`config.mk`:
```
export PLATFORM = sky130hd
export DESIGN_NAME = pipe_control_unit_flat
export DESIGN_NICKNAME = d
export VERILOG_FILES = /design/src/rtl/pipe_control_unit_pkg.sv /design/src/rtl/pipe_control_unit_if.sv /design/src/rtl/pipe_control_unit_ctrl_decoder.sv /design/src/rtl/pipe_control_unit.sv /design/src/flat_wrapper.sv
export SDC_FILE = /design/constraint.sdc
export NUM_CORES = 1
export LEC_CHECK = 0
export ABC_CLOCK_PERIOD_IN_PS = 3850
export BUFFER_PORTS_ARGS = -buffer_cell sky130_fd_sc_hd__buf_2
export CAP_MARGIN = 20
export CORE_UTILIZATION = 31
export DETAILED_ROUTE_END_ITERATION = 8
export RECOVER_POWER = 50
export REMOVE_ABC_BUFFERS = 1
export SYNTH_ARGS = -nofsm -noshare
export SYNTH_HDL_FRONTEND = slang
export SYNTH_SLANG_ARGS = --single-unit
```
`constraint.sdc`:
```
create_clock -name clk -period 3.85 [get_ports clk]
set_input_delay 0.77 -clock clk [delete_from_list [all_inputs] [get_ports clk]]
set_output_delay 0.77 -clock clk [all_outputs]
set_load 0.005 [all_outputs]
```
`src/rtl/pipe_control_unit_pkg.sv`:
```
// Shared types and constants for the pipelined control unit.
// Opcode is {instruction[13:12], instruction[5:4]}.
package pipe_ctrl_pkg;

    localparam int INSTR_W = 32;
    localparam int REG_AW  = 5;
    localparam int ALUOP_W = 3;

    localparam logic [3:0] OP_ADD    = 4'b0011;
    localparam logic [3:0] OP_SUB    = 4'b1011;
    localparam logic [3:0] OP_OR     = 4'b0111;
    localparam logic [3:0] OP_ADDI   = 4'b0001;
    localparam logic [3:0] OP_SUBI   = 4'b1001;
    localparam logic [3:0] OP_ORI    = 4'b0101;
    localparam logic [3:0] OP_LOAD   = 4'b1000;
    localparam logic [3:0] OP_STORE  = 4'b1010;
    localparam logic [3:0] OP_BRANCH = 4'b0010;

    typedef struct packed {
        logic [1:0]         imm_sel;
        logic               alu_src;
        logic [ALUOP_W-1:0] alu_op;
        logic               mem_write;
        logic               mem_to_reg;
        logic               reg_write;
        logic               is_load;
        logic               is_branch;
        logic               uses_rs2;
    } ctrl_bundle_t;

    localparam ctrl_bundle_t BUBBLE = '0;

    // EX/MEM result is newer than MEM/WB, so it wins when both match.
    function automatic logic [1:0] fwd_sel(
        input logic [REG_AW-1:0] rs,
        input logic              exmem_rw,
        input logic [REG_AW-1:0] exmem_rd,
        input logic              memwb_rw,
        input logic [REG_AW-1:0] memwb_rd
    );
        logic [1:0] sel;
        sel = 2'b00;
        if (rs != '0 && exmem_rw && exmem_rd == rs)
            sel = 2'b10;
        else if (rs != '0 && memwb_rw && memwb_rd == rs)
            sel = 2'b01;
        return sel;
    endfunction

endpackage

```
`src/rtl/pipe_control_unit_if.sv`:
```
// Bus between the IF/ID register / datapath and the pipelined control unit.
// PIPE_PERF_CNT_EN adds the stall/flush event counters.
interface pipe_control_unit_if;
    import pipe_ctrl_pkg::*;

    logic                     instr_valid;
    logic [INSTR_W-1:0]       instruction;
    logic                     ex_zero;
    logic [1:0]               ex_imm_sel;
    logic                     ex_alu_src;
    logic [ALUOP_W-1:0]       ex_alu_op;
    logic [1:0]               fwd_a;
    logic [1:0]               fwd_b;
    logic                     mem_write;
    logic                     wb_mem_to_reg;
    logic                     wb_reg_write;
    logic [REG_AW-1:0]        wb_rd;
    logic                     pc_src;
    logic                     stall;
    logic                     flush;
`ifdef PIPE_PERF_CNT_EN
    logic [31:0]              stall_cnt;
    logic [31:0]              flush_cnt;

    modport master (
        output instr_valid, instruction, ex_zero,
        input  ex_imm_sel, ex_alu_src, ex_alu_op, fwd_a, fwd_b, mem_write,
               wb_mem_to_reg, wb_reg_write, wb_rd, pc_src, stall, flush,
               stall_cnt, flush_cnt
    );
    modport slave (
        input  instr_valid, instruction, ex_zero,
        output ex_imm_sel, ex_alu_src, ex_alu_op, fwd_a, fwd_b, mem_write,
               wb_mem_to_reg, wb_reg_write, wb_rd, pc_src, stall, flush,
               stall_cnt, flush_cnt
    );
`else
    modport master (
        output instr_valid, instruction, ex_zero,
        input  ex_imm_sel, ex_alu_src, ex_alu_op, fwd_a, fwd_b, mem_write,
               wb_mem_to_reg, wb_reg_write, wb_rd, pc_src, stall, flush
    );
    modport slave (
        input  instr_valid, instruction, ex_zero,
        output ex_imm_sel, ex_alu_src, ex_alu_op, fwd_a, fwd_b, mem_write,
               wb_mem_to_reg, wb_reg_write, wb_rd, pc_src, stall, flush
    );
`endif

endinterface

```
`src/rtl/pipe_control_unit_ctrl_decoder.sv`:
```
// Combinational ID-stage decoder: opcode -> control bundle.
// Unknown opcodes and invalid slots decode to a bubble.
module ctrl_decoder
    import pipe_ctrl_pkg::*;
(
    input  logic         i_valid,
    input  logic [3:0]   i_opcode,
    output ctrl_bundle_t o_ctrl
);

    always_comb begin
        o_ctrl = BUBBLE;
        if (i_valid) begin
            case (i_opcode)
                OP_ADD, OP_SUB, OP_OR: begin
                    o_ctrl.alu_op     = (i_opcode == OP_SUB) ? 3'b001 :
                                        (i_opcode == OP_OR)  ? 3'b010 : 3'b000;
                    o_ctrl.mem_to_reg = 1'b1;
                    o_ctrl.reg_write  = 1'b1;
                    o_ctrl.uses_rs2   = 1'b1;
                end
                OP_ADDI, OP_SUBI, OP_ORI: begin
                    o_ctrl.alu_op     = (i_opcode == OP_SUBI) ? 3'b001 :
                                        (i_opcode == OP_ORI)  ? 3'b010 : 3'b000;
                    o_ctrl.alu_src    = 1'b1;
                    o_ctrl.imm_sel    = 2'b01;
                    o_ctrl.mem_to_reg = 1'b1;
                    o_ctrl.reg_write  = 1'b1;
                end
                OP_LOAD: begin
                    o_ctrl.alu_src   = 1'b1;
                    o_ctrl.imm_sel   = 2'b01;
                    o_ctrl.reg_write = 1'b1;
                    o_ctrl.is_load   = 1'b1;
                end
                OP_STORE: begin
                    o_ctrl.alu_src   = 1'b1;
                    o_ctrl.imm_sel   = 2'b10;
                    o_ctrl.mem_write = 1'b1;
                    o_ctrl.uses_rs2  = 1'b1;
                end
                OP_BRANCH: begin
                    o_ctrl.imm_sel   = 2'b11;
                    o_ctrl.alu_op    = 3'b011;
                    o_ctrl.is_branch = 1'b1;
                    o_ctrl.uses_rs2  = 1'b1;
                end
                default: o_ctrl = BUBBLE;
            endcase
        end
    end

endmodule

```
`src/rtl/pipe_control_unit.sv`:
```
// Pipelined control unit: ID decode, ID/EX-EX/MEM-MEM/WB control registers,
// load-use stall, EX branch flush and forwarding. PIPE_PERF_CNT_EN adds counters.
module pipe_control_unit
    import pipe_ctrl_pkg::*;
(
    input  logic               clk,
    input  logic               rst_n,
    pipe_control_unit_if.slave bus
);

    logic [3:0]        w_opcode;
    ctrl_bundle_t      w_dec;
    logic              w_id_real;
    logic [REG_AW-1:0] w_id_rd, w_id_rs1, w_id_rs2;
    logic              w_br_taken, w_load_use;
    logic              w_unused_bits;

    ctrl_bundle_t      r_idex_ctrl;
    logic [REG_AW-1:0] r_idex_rd, r_idex_rs1, r_idex_rs2;
    logic              r_exmem_mem_write, r_exmem_mem_to_reg, r_exmem_reg_write;
    logic [REG_AW-1:0] r_exmem_rd;
    logic              r_memwb_mem_to_reg, r_memwb_reg_write;
    logic [REG_AW-1:0] r_memwb_rd;

    assign w_opcode = {bus.instruction[13:12], bus.instruction[5:4]};
    assign w_id_rd  = bus.instruction[11:7];
    assign w_id_rs1 = bus.instruction[19:15];
    assign w_id_rs2 = bus.instruction[24:20];
    assign w_unused_bits = ^{bus.instruction[31:25], bus.instruction[6],
                             bus.instruction[3:0], r_idex_ctrl.uses_rs2};

    ctrl_decoder u_dec (
        .i_valid  (bus.instr_valid),
        .i_opcode (w_opcode),
        .o_ctrl   (w_dec)
    );

    assign w_id_real  = w_dec.reg_write | w_dec.mem_write | w_dec.is_branch;
    assign w_br_taken = r_idex_ctrl.is_branch & bus.ex_zero;
    assign w_load_use = r_idex_ctrl.is_load && (r_idex_rd != '0) && w_id_real &&
                        ((r_idex_rd == w_id_rs1) ||
                         (w_dec.uses_rs2 && (r_idex_rd == w_id_rs2)));

    // A taken branch squashes the ID slot, so it overrides any stall request.
    assign bus.pc_src = w_br_taken;
    assign bus.flush  = w_br_taken;
    assign bus.stall  = w_load_use & ~w_br_taken;

    always_ff @(posedge clk or negedge rst_n) begin
        if (!rst_n) begin
            r_idex_ctrl <= BUBBLE;
            r_idex_rd   <= '0;
            r_idex_rs1  <= '0;
            r_idex_rs2  <= '0;
        end else if (w_br_taken || w_load_use || !w_id_real) begin
            r_idex_ctrl <= BUBBLE;
            r_idex_rd   <= '0;
            r_idex_rs1  <= '0;
            r_idex_rs2  <= '0;
        end else begin
            r_idex_ctrl <= w_dec;
            r_idex_rd   <= w_id_rd;
            r_idex_rs1  <= w_id_rs1;
            r_idex_rs2  <= w_id_rs2;
        end
    end

    always_ff @(posedge clk or negedge rst_n) begin
        if (!rst_n) begin
            r_exmem_mem_write  <= 1'b0;
            r_exmem_mem_to_reg <= 1'b0;
            r_exmem_reg_write  <= 1'b0;
            r_exmem_rd         <= '0;
            r_memwb_mem_to_reg <= 1'b0;
            r_memwb_reg_write  <= 1'b0;
            r_memwb_rd         <= '0;
        end else begin
            r_exmem_mem_write  <= r_idex_ctrl.mem_write;
            r_exmem_mem_to_reg <= r_idex_ctrl.mem_to_reg;
            r_exmem_reg_write  <= r_idex_ctrl.reg_write;
            r_exmem_rd         <= r_idex_rd;
            r_memwb_mem_to_reg <= r_exmem_mem_to_reg;
            r_memwb_reg_write  <= r_exmem_reg_write;
            r_memwb_rd         <= r_exmem_rd;
        end
    end

    assign bus.ex_imm_sel    = r_idex_ctrl.imm_sel;
    assign bus.ex_alu_src    = r_idex_ctrl.alu_src;
    assign bus.ex_alu_op     = r_idex_ctrl.alu_op;
    assign bus.mem_write     = r_exmem_mem_write;
    assign bus.wb_mem_to_reg = r_memwb_mem_to_reg;
    assign bus.wb_reg_write  = r_memwb_reg_write;
    assign bus.wb_rd         = r_memwb_rd;
    assign bus.fwd_a = fwd_sel(r_idex_rs1, r_exmem_reg_write, r_exmem_rd,
                               r_memwb_reg_write, r_memwb_rd);
    assign bus.fwd_b = fwd_sel(r_idex_rs2, r_exmem_reg_write, r_exmem_rd,
                               r_memwb_reg_write, r_memwb_rd);

`ifdef PIPE_PERF_CNT_EN
    logic [31:0] r_stall_cnt, r_flush_cnt;

    always_ff @(posedge clk or negedge rst_n) begin
        if (!rst_n) begin
            r_stall_cnt <= '0;
            r_flush_cnt <= '0;
        end else begin
            if (bus.stall && r_stall_cnt != 32'hFFFF_FFFF)
                r_stall_cnt <= r_stall_cnt + 32'd1;
            if (bus.flush && r_flush_cnt != 32'hFFFF_FFFF)
                r_flush_cnt <= r_flush_cnt + 32'd1;
        end
    end

    assign bus.stall_cnt = r_stall_cnt;
    assign bus.flush_cnt = r_flush_cnt;
`endif

endmodule

```
`src/flat_wrapper.sv`:
```
// flat-port wrapper written by rule: the top's interface ports become plain ports
module pipe_control_unit_flat import pipe_ctrl_pkg::*;
  (clk, rst_n, bus_instr_valid, bus_instruction, bus_ex_zero, bus_ex_imm_sel, bus_ex_alu_src, bus_ex_alu_op, bus_fwd_a, bus_fwd_b, bus_mem_write, bus_wb_mem_to_reg, bus_wb_reg_write, bus_wb_rd, bus_pc_src, bus_stall, bus_flush);
  pipe_control_unit_if bus_i ();
  input  logic clk;
  input  logic rst_n;
  input wire logic [$bits(bus_i.instr_valid)-1:0] bus_instr_valid;
  input wire logic [$bits(bus_i.instruction)-1:0] bus_instruction;
  input wire logic [$bits(bus_i.ex_zero)-1:0] bus_ex_zero;
  output wire logic [$bits(bus_i.ex_imm_sel)-1:0] bus_ex_imm_sel;
  output wire logic [$bits(bus_i.ex_alu_src)-1:0] bus_ex_alu_src;
  output wire logic [$bits(bus_i.ex_alu_op)-1:0] bus_ex_alu_op;
  output wire logic [$bits(bus_i.fwd_a)-1:0] bus_fwd_a;
  output wire logic [$bits(bus_i.fwd_b)-1:0] bus_fwd_b;
  output wire logic [$bits(bus_i.mem_write)-1:0] bus_mem_write;
  output wire logic [$bits(bus_i.wb_mem_to_reg)-1:0] bus_wb_mem_to_reg;
  output wire logic [$bits(bus_i.wb_reg_write)-1:0] bus_wb_reg_write;
  output wire logic [$bits(bus_i.wb_rd)-1:0] bus_wb_rd;
  output wire logic [$bits(bus_i.pc_src)-1:0] bus_pc_src;
  output wire logic [$bits(bus_i.stall)-1:0] bus_stall;
  output wire logic [$bits(bus_i.flush)-1:0] bus_flush;
  assign bus_i.instr_valid = bus_instr_valid;
  assign bus_i.instruction = bus_instruction;
  assign bus_i.ex_zero = bus_ex_zero;
  assign bus_ex_imm_sel = bus_i.ex_imm_sel;
  assign bus_ex_alu_src = bus_i.ex_alu_src;
  assign bus_ex_alu_op = bus_i.ex_alu_op;
  assign bus_fwd_a = bus_i.fwd_a;
  assign bus_fwd_b = bus_i.fwd_b;
  assign bus_mem_write = bus_i.mem_write;
  assign bus_wb_mem_to_reg = bus_i.wb_mem_to_reg;
  assign bus_wb_reg_write = bus_i.wb_reg_write;
  assign bus_wb_rd = bus_i.wb_rd;
  assign bus_pc_src = bus_i.pc_src;
  assign bus_stall = bus_i.stall;
  assign bus_flush = bus_i.flush;
  pipe_control_unit u_core (.clk(clk), .rst_n(rst_n), .bus(bus_i));
endmodule
```
After elaboration in Yosys (flattened, before gate mapping)
Cells that the tools add are included.
- bits in registers: 41
- bits in latches: 0
- memory bits (writable): 0
- ROM bits: 0
- bits of input ports: 36
- output and inout port bits: 21
- logic and storage cells: 86
- memories: 0
- add/subtract/negate cells: 0
- multiply operators: 0
- divide/modulo/power cells: 0
- $lt $le $gt $ge: 0
- eq/ne operators: 15
- shift operators: 0
- muxes and demuxes: 22
- bitwise logic cells: 5
- reduce and logical (&&, ||, !) cells: 26
- operator list (kind ; number):
    $eq 5x5->1 ; 6
    $mux 12 ; 2
    $eq 4x4->1 const B ; 4
    $mux 5 ; 3
    $reduce_bool 5->1 ; 3
    $logic_and 1x1->1 ; 12
    $mux 2 ; 6
    $pmux 2 s3 ; 2
    $reduce_or 5->1 ; 2
    $mux 1 ; 9
    $eq 4x2->1 const B ; 2
    $eq 4x3->1 const B ; 2
    $reduce_or 7->1 ; 1
    $reduce_or 3->1 ; 2
    $reduce_or 6->1 ; 1
    $eq 4x1->1 const B ; 1
    $reduce_or 4->1 ; 1
    $logic_or 1x1->1 ; 3
    $and 1x1->1 ; 2
    $or 1x1->1 ; 2
    $logic_not 1->1 ; 1
    $not 1->1 ; 1

Logic depth before layout (Yosys ltp)
- depth after elaboration: 12
- depth in mapped cells: 7
- mapped depth without buffers: 5

By module
Synthesis repeated with hierarchy kept, for this count alone.
- cell total of the unflattened synthesis: 195
- area total of the unflattened synthesis: 2097.0 um^2
- by module, submodules not included (module ; times used ; cells each ; area each (um^2) ; sequential area each (um^2)):
    pipe_control_unit ; 1 ; 164 ; 1894.3 ; 1026.0
    ctrl_decoder ; 1 ; 31 ; 202.7 ; 0.0

Worst setup path after synthesis
No wires, ideal clock.
- kind: input -> output
- start point: input bus_instruction[4]
- end point: output bus_stall
- data arrival time: 1.847 ns
- data required time: 3.080 ns
- setup slack: 1.233 ns
- stages: 7
- path buffers: 2
- cells stage by stage: buf_2 > nand2b_1 > a211oi_1 > a22oi_1 > nor2_1 > buf_6 > and4_1
- word-level cells in the longest chain between the ends: 9
- elaborated cells between the ends (all ways): 23
- those cells by class: 9 x eq/ne; 5 x mux; 3 x bitwise; 6 x reduce/logical
- RTL lines (element ; line ; RTL):
    start: declaration ; flat_wrapper.sv:8 ; input wire logic [$bits(bus_i.instruction)-1:0] bus_instruction;
    $eq 4x4->1 (tied with other cells) ; pipe_control_unit_ctrl_decoder.sv:14 ; case (i_opcode)
    $reduce_or 7->1 (no line) ; - ;
    $mux 1 ; pipe_control_unit_ctrl_decoder.sv:14 ;
    $mux 12 * ; pipe_control_unit_ctrl_decoder.sv:13 ; if (i_valid) begin
    $or 1x1->1 (2 in a row) ; pipe_control_unit.sv:38 ; assign w_id_real = w_dec.reg_write | w_dec.mem_write | w_dec.is_branch;
    $logic_and 1x1->1 ; pipe_control_unit.sv:40 ; assign w_load_use = r_idex_ctrl.is_load && (r_idex_rd != '0) && w_id_real &&
    $logic_and 1x1->1 * ; pipe_control_unit.sv:40 ;
    $and 1x1->1 * ; pipe_control_unit.sv:47 ; assign bus.stall = w_load_use & ~w_br_taken;
    end: declaration ; flat_wrapper.sv:20 ; output wire logic [$bits(bus_i.stall)-1:0] bus_stall;
Mark *: on every way between the ends. The rest lies on a longest branch, timed or not.

Final worst setup path
- start point: input bus_instruction[13]
- end point: output bus_stall
The elaborated chain is that of the path after synthesis.

==> results by group <==
Status
  – Status: finished with violations
  – Failing checks: max-capacitance violations, max-slew violations

Critical path
  – Crit path max-delay family: simple AND/OR/NAND/NOR gates
  – Max FO, Critical Path: 11
  – Crit path kind: in -> out
  – Critical path, cell by cell: buf_2, nand2b_1, a211oi_1, a22oi_1, nor2_1, buf_4, and4_1, buf_2
  – Setup crit end kind: output port
  – Buf/Inv on CP: 3
  – CP required: 3080 ps
  – CP arrival: 2100 ps
  – Crit path top cell by count: buf_2
  – Slowest cell delay on critical path: 260 ps
  – Crit-path slowest cell: a211oi_1
  – Startpoint types: input port

Logic synthesis
  – Synth cell types: 29
  – Top cells by area, synth: dfrtp_1 (56%), xnor2_1 (8.8%), and2_1 (5.9%), xor2_1 (5.9%), buf_4 (2.9%)
  – Synthesized cell area: 1800 µm²
  – Share of the synthesized area in the top cell type: 55.7%
  – Post-synth top cells: dfrtp_1 (40), xnor2_1 (18), and2_1 (17)
  – Ys async rst share: 100%
  – Largest area contributor in the netlist: dfrtp_1
  – Count leader, synth: dfrtp_1
  – Most used DFF post-synth: dfrtp_1
  – Synth Warn #: 0
  – Avg Inst Size Synth: 11.7 µm²
  – Post-synthesis sequential area ratio: 55.7%
  – Yosys reg bits: 40
  – EDFF count, synth: 0
  – Syn Inst Count: 154

STA
  – Top achievable clock speed: 349 MHz
  – Final worst slack: 981 ps
  – RSZ-0062 raised after global routing: no
  – Max-slew violations: 41
  – Setup TNS: 0 ps
  – Clk_skew: 9.02 ps
  – Slew @ Worst Pin: 2070 ps
  – Endpoints failing setup: 0
  – Final Critical Period: 2870 ps
  – Final hold violation count: 0
  – Slew margin rel.: -37.8%
  – Tcrit/Tclk final: 74.5%

Die
  – Die area: 6100 µm²
  – I/O pins: 57
  – Row cnt: 27
  – Starting Density: 32.4%
  – Die Wd: 78.1 µm
  – Die Y: 78.1 µm
  – Area of the core: 5540 µm²

Job
  – Maxcap violations: 1

Routing
  – Vias per cell: 4.46
  – Remaining antenna violation count: 0
  – Avg WL per Cell: 12.6 µm
  – Drc violations: 0
  – Drt initial violations: 46
  – 1st-pass router iterations: 4
  – Routed WL: 3.37 mm
  – Via count: 1194

Global routing
  – Total GRT Usage: 12.6%
  – Largest net degree at the start of global routing: 41
  – Vias in the first global route: 1197
  – Initial antenna violation count: 0
  – GRT overflow: 0
  – Global-route wire length before repair: 5.84 mm

Clock tree
  – Clock Path Buffers: 2
  – CTS tree: yes
  – Root buffer cell: clkbuf_8
  – CTS resizes: 0
  – CTS buffer count: 5
  – Clock sinks: 40
  – Cts-stage hold buffer count: 0
  – Clock latency at the later pin of the worst-skew pair: 290 ps
  – Clock slew at the register clock pins of the worst setup and hold paths: 70 ps
  – Number of post-CTS setup repair buffers: 0
  – CTS HTree Levels: 2

Placement
  – Gpl congestion: 0.796
  – PortBufs: 42
  – DP Worst Slack: 992 ps
  – Dpl hpwl: 2.50 mm

Cells and area
  – Syn-to-layout area delta: 19.2%
  – # nets final: 231
  – Share of post-route cells with drive strength above 1: 27.0%
  – Diode count: 0

Power and ir drop
  – Max IR drop VDD: 157 µV
  – Lkg Pwr: 1.05 nW
  – Pwr Density: 413 nW/µm²

Worst hold path
  – Hold crit path type: reg -> reg
worst reg2reg max path, cell delays in order (launching register included):
cell and delay, ps:
dfrtp_1 430, or4_1 560, o21ai_2 160, nor2_1 50, buf_4 180, a2111oi_1 370
logic make-up after synthesis:
kind of cell | synth area share [%]
buf+inv | 4.25
compound gates | 6.90
flops | 55.7
other cells | 0.209
simple gates | 18.3
xor+xnor | 14.6
final timing paths:
check                                                from                       end  slack [ps]  cells past startpoint
max in group asynchronous                           rst_n     u_core.r_idex_ctrl[2]        1590                      1
worst min-delay path            u_core.r_exmem_mem_to_reg  u_core.bus.wb_mem_to_reg         350                      0
min in group asynchronous                           rst_n     u_core.bus.ex_alu_src        1070                      1
worst max-delay path                  bus_instruction[13]                 bus_stall         980                      8
worst min register to register  u_core.r_exmem_mem_to_reg  u_core.bus.wb_mem_to_reg         350                      0
worst max register to register        u_core.r_idex_rd[0]     u_core.r_idex_ctrl[5]        1970                      5
through the flow:
step	util (%)	cell area, µm²	hold WS [ps]	std cells	power (W)
CTS	38.7	2140	352	268	0.000901
floorplan	-	1730	331	145	0.000517
global placement	36.7	2030	334	260	0.000562
global route	38.6	2140	358	268	0.000933
detailed placement	36.7	2030	335	260	0.000563
finish	38.6	2140	349	268	0.000884
area by class of cell:
cell class,count,area (µm²)
fill,579,3400
sequential,40,1000
multi-input combinational,103,718
timing repair buffer,43,216
tap,72,90.1
clock buffer,6,72.6
clock inverter,2,35.0
inverter,2,7.51
where the power goes:
group           total, W  switching [W]  internal [W]
Clock           0.000332       0.000139      0.000192
Combinational  0.0000955      0.0000491     0.0000464
Sequential      0.000457      0.0000179      0.000439
Total           0.000884       0.000206      0.000678
layout by cell type, fill, tap and decap left out, types with 2 or more instances in the layout:
cell type,count
xor2_1,12
inv_1,2
dfrtp_1,40
or4_1,4
nor2_1,7
clkbuf_8,5
nand2_1,7
clkbuf_1,2
nor3_1,5
nand2b_1,4
o21ai_0,2
nand4_1,4
and2_1,17
a211oi_1,4
nor4_1,4
xnor2_1,18
buf_2,41
a21oi_1,4
layer usage:
metal	global-route usage [%]	share of wire, %
met1	17.2	48
met2	18.5	46
met3	3.72	5.0
met4	5.19	1.2
met5	0	0
(Power assumes the default switching activity.)
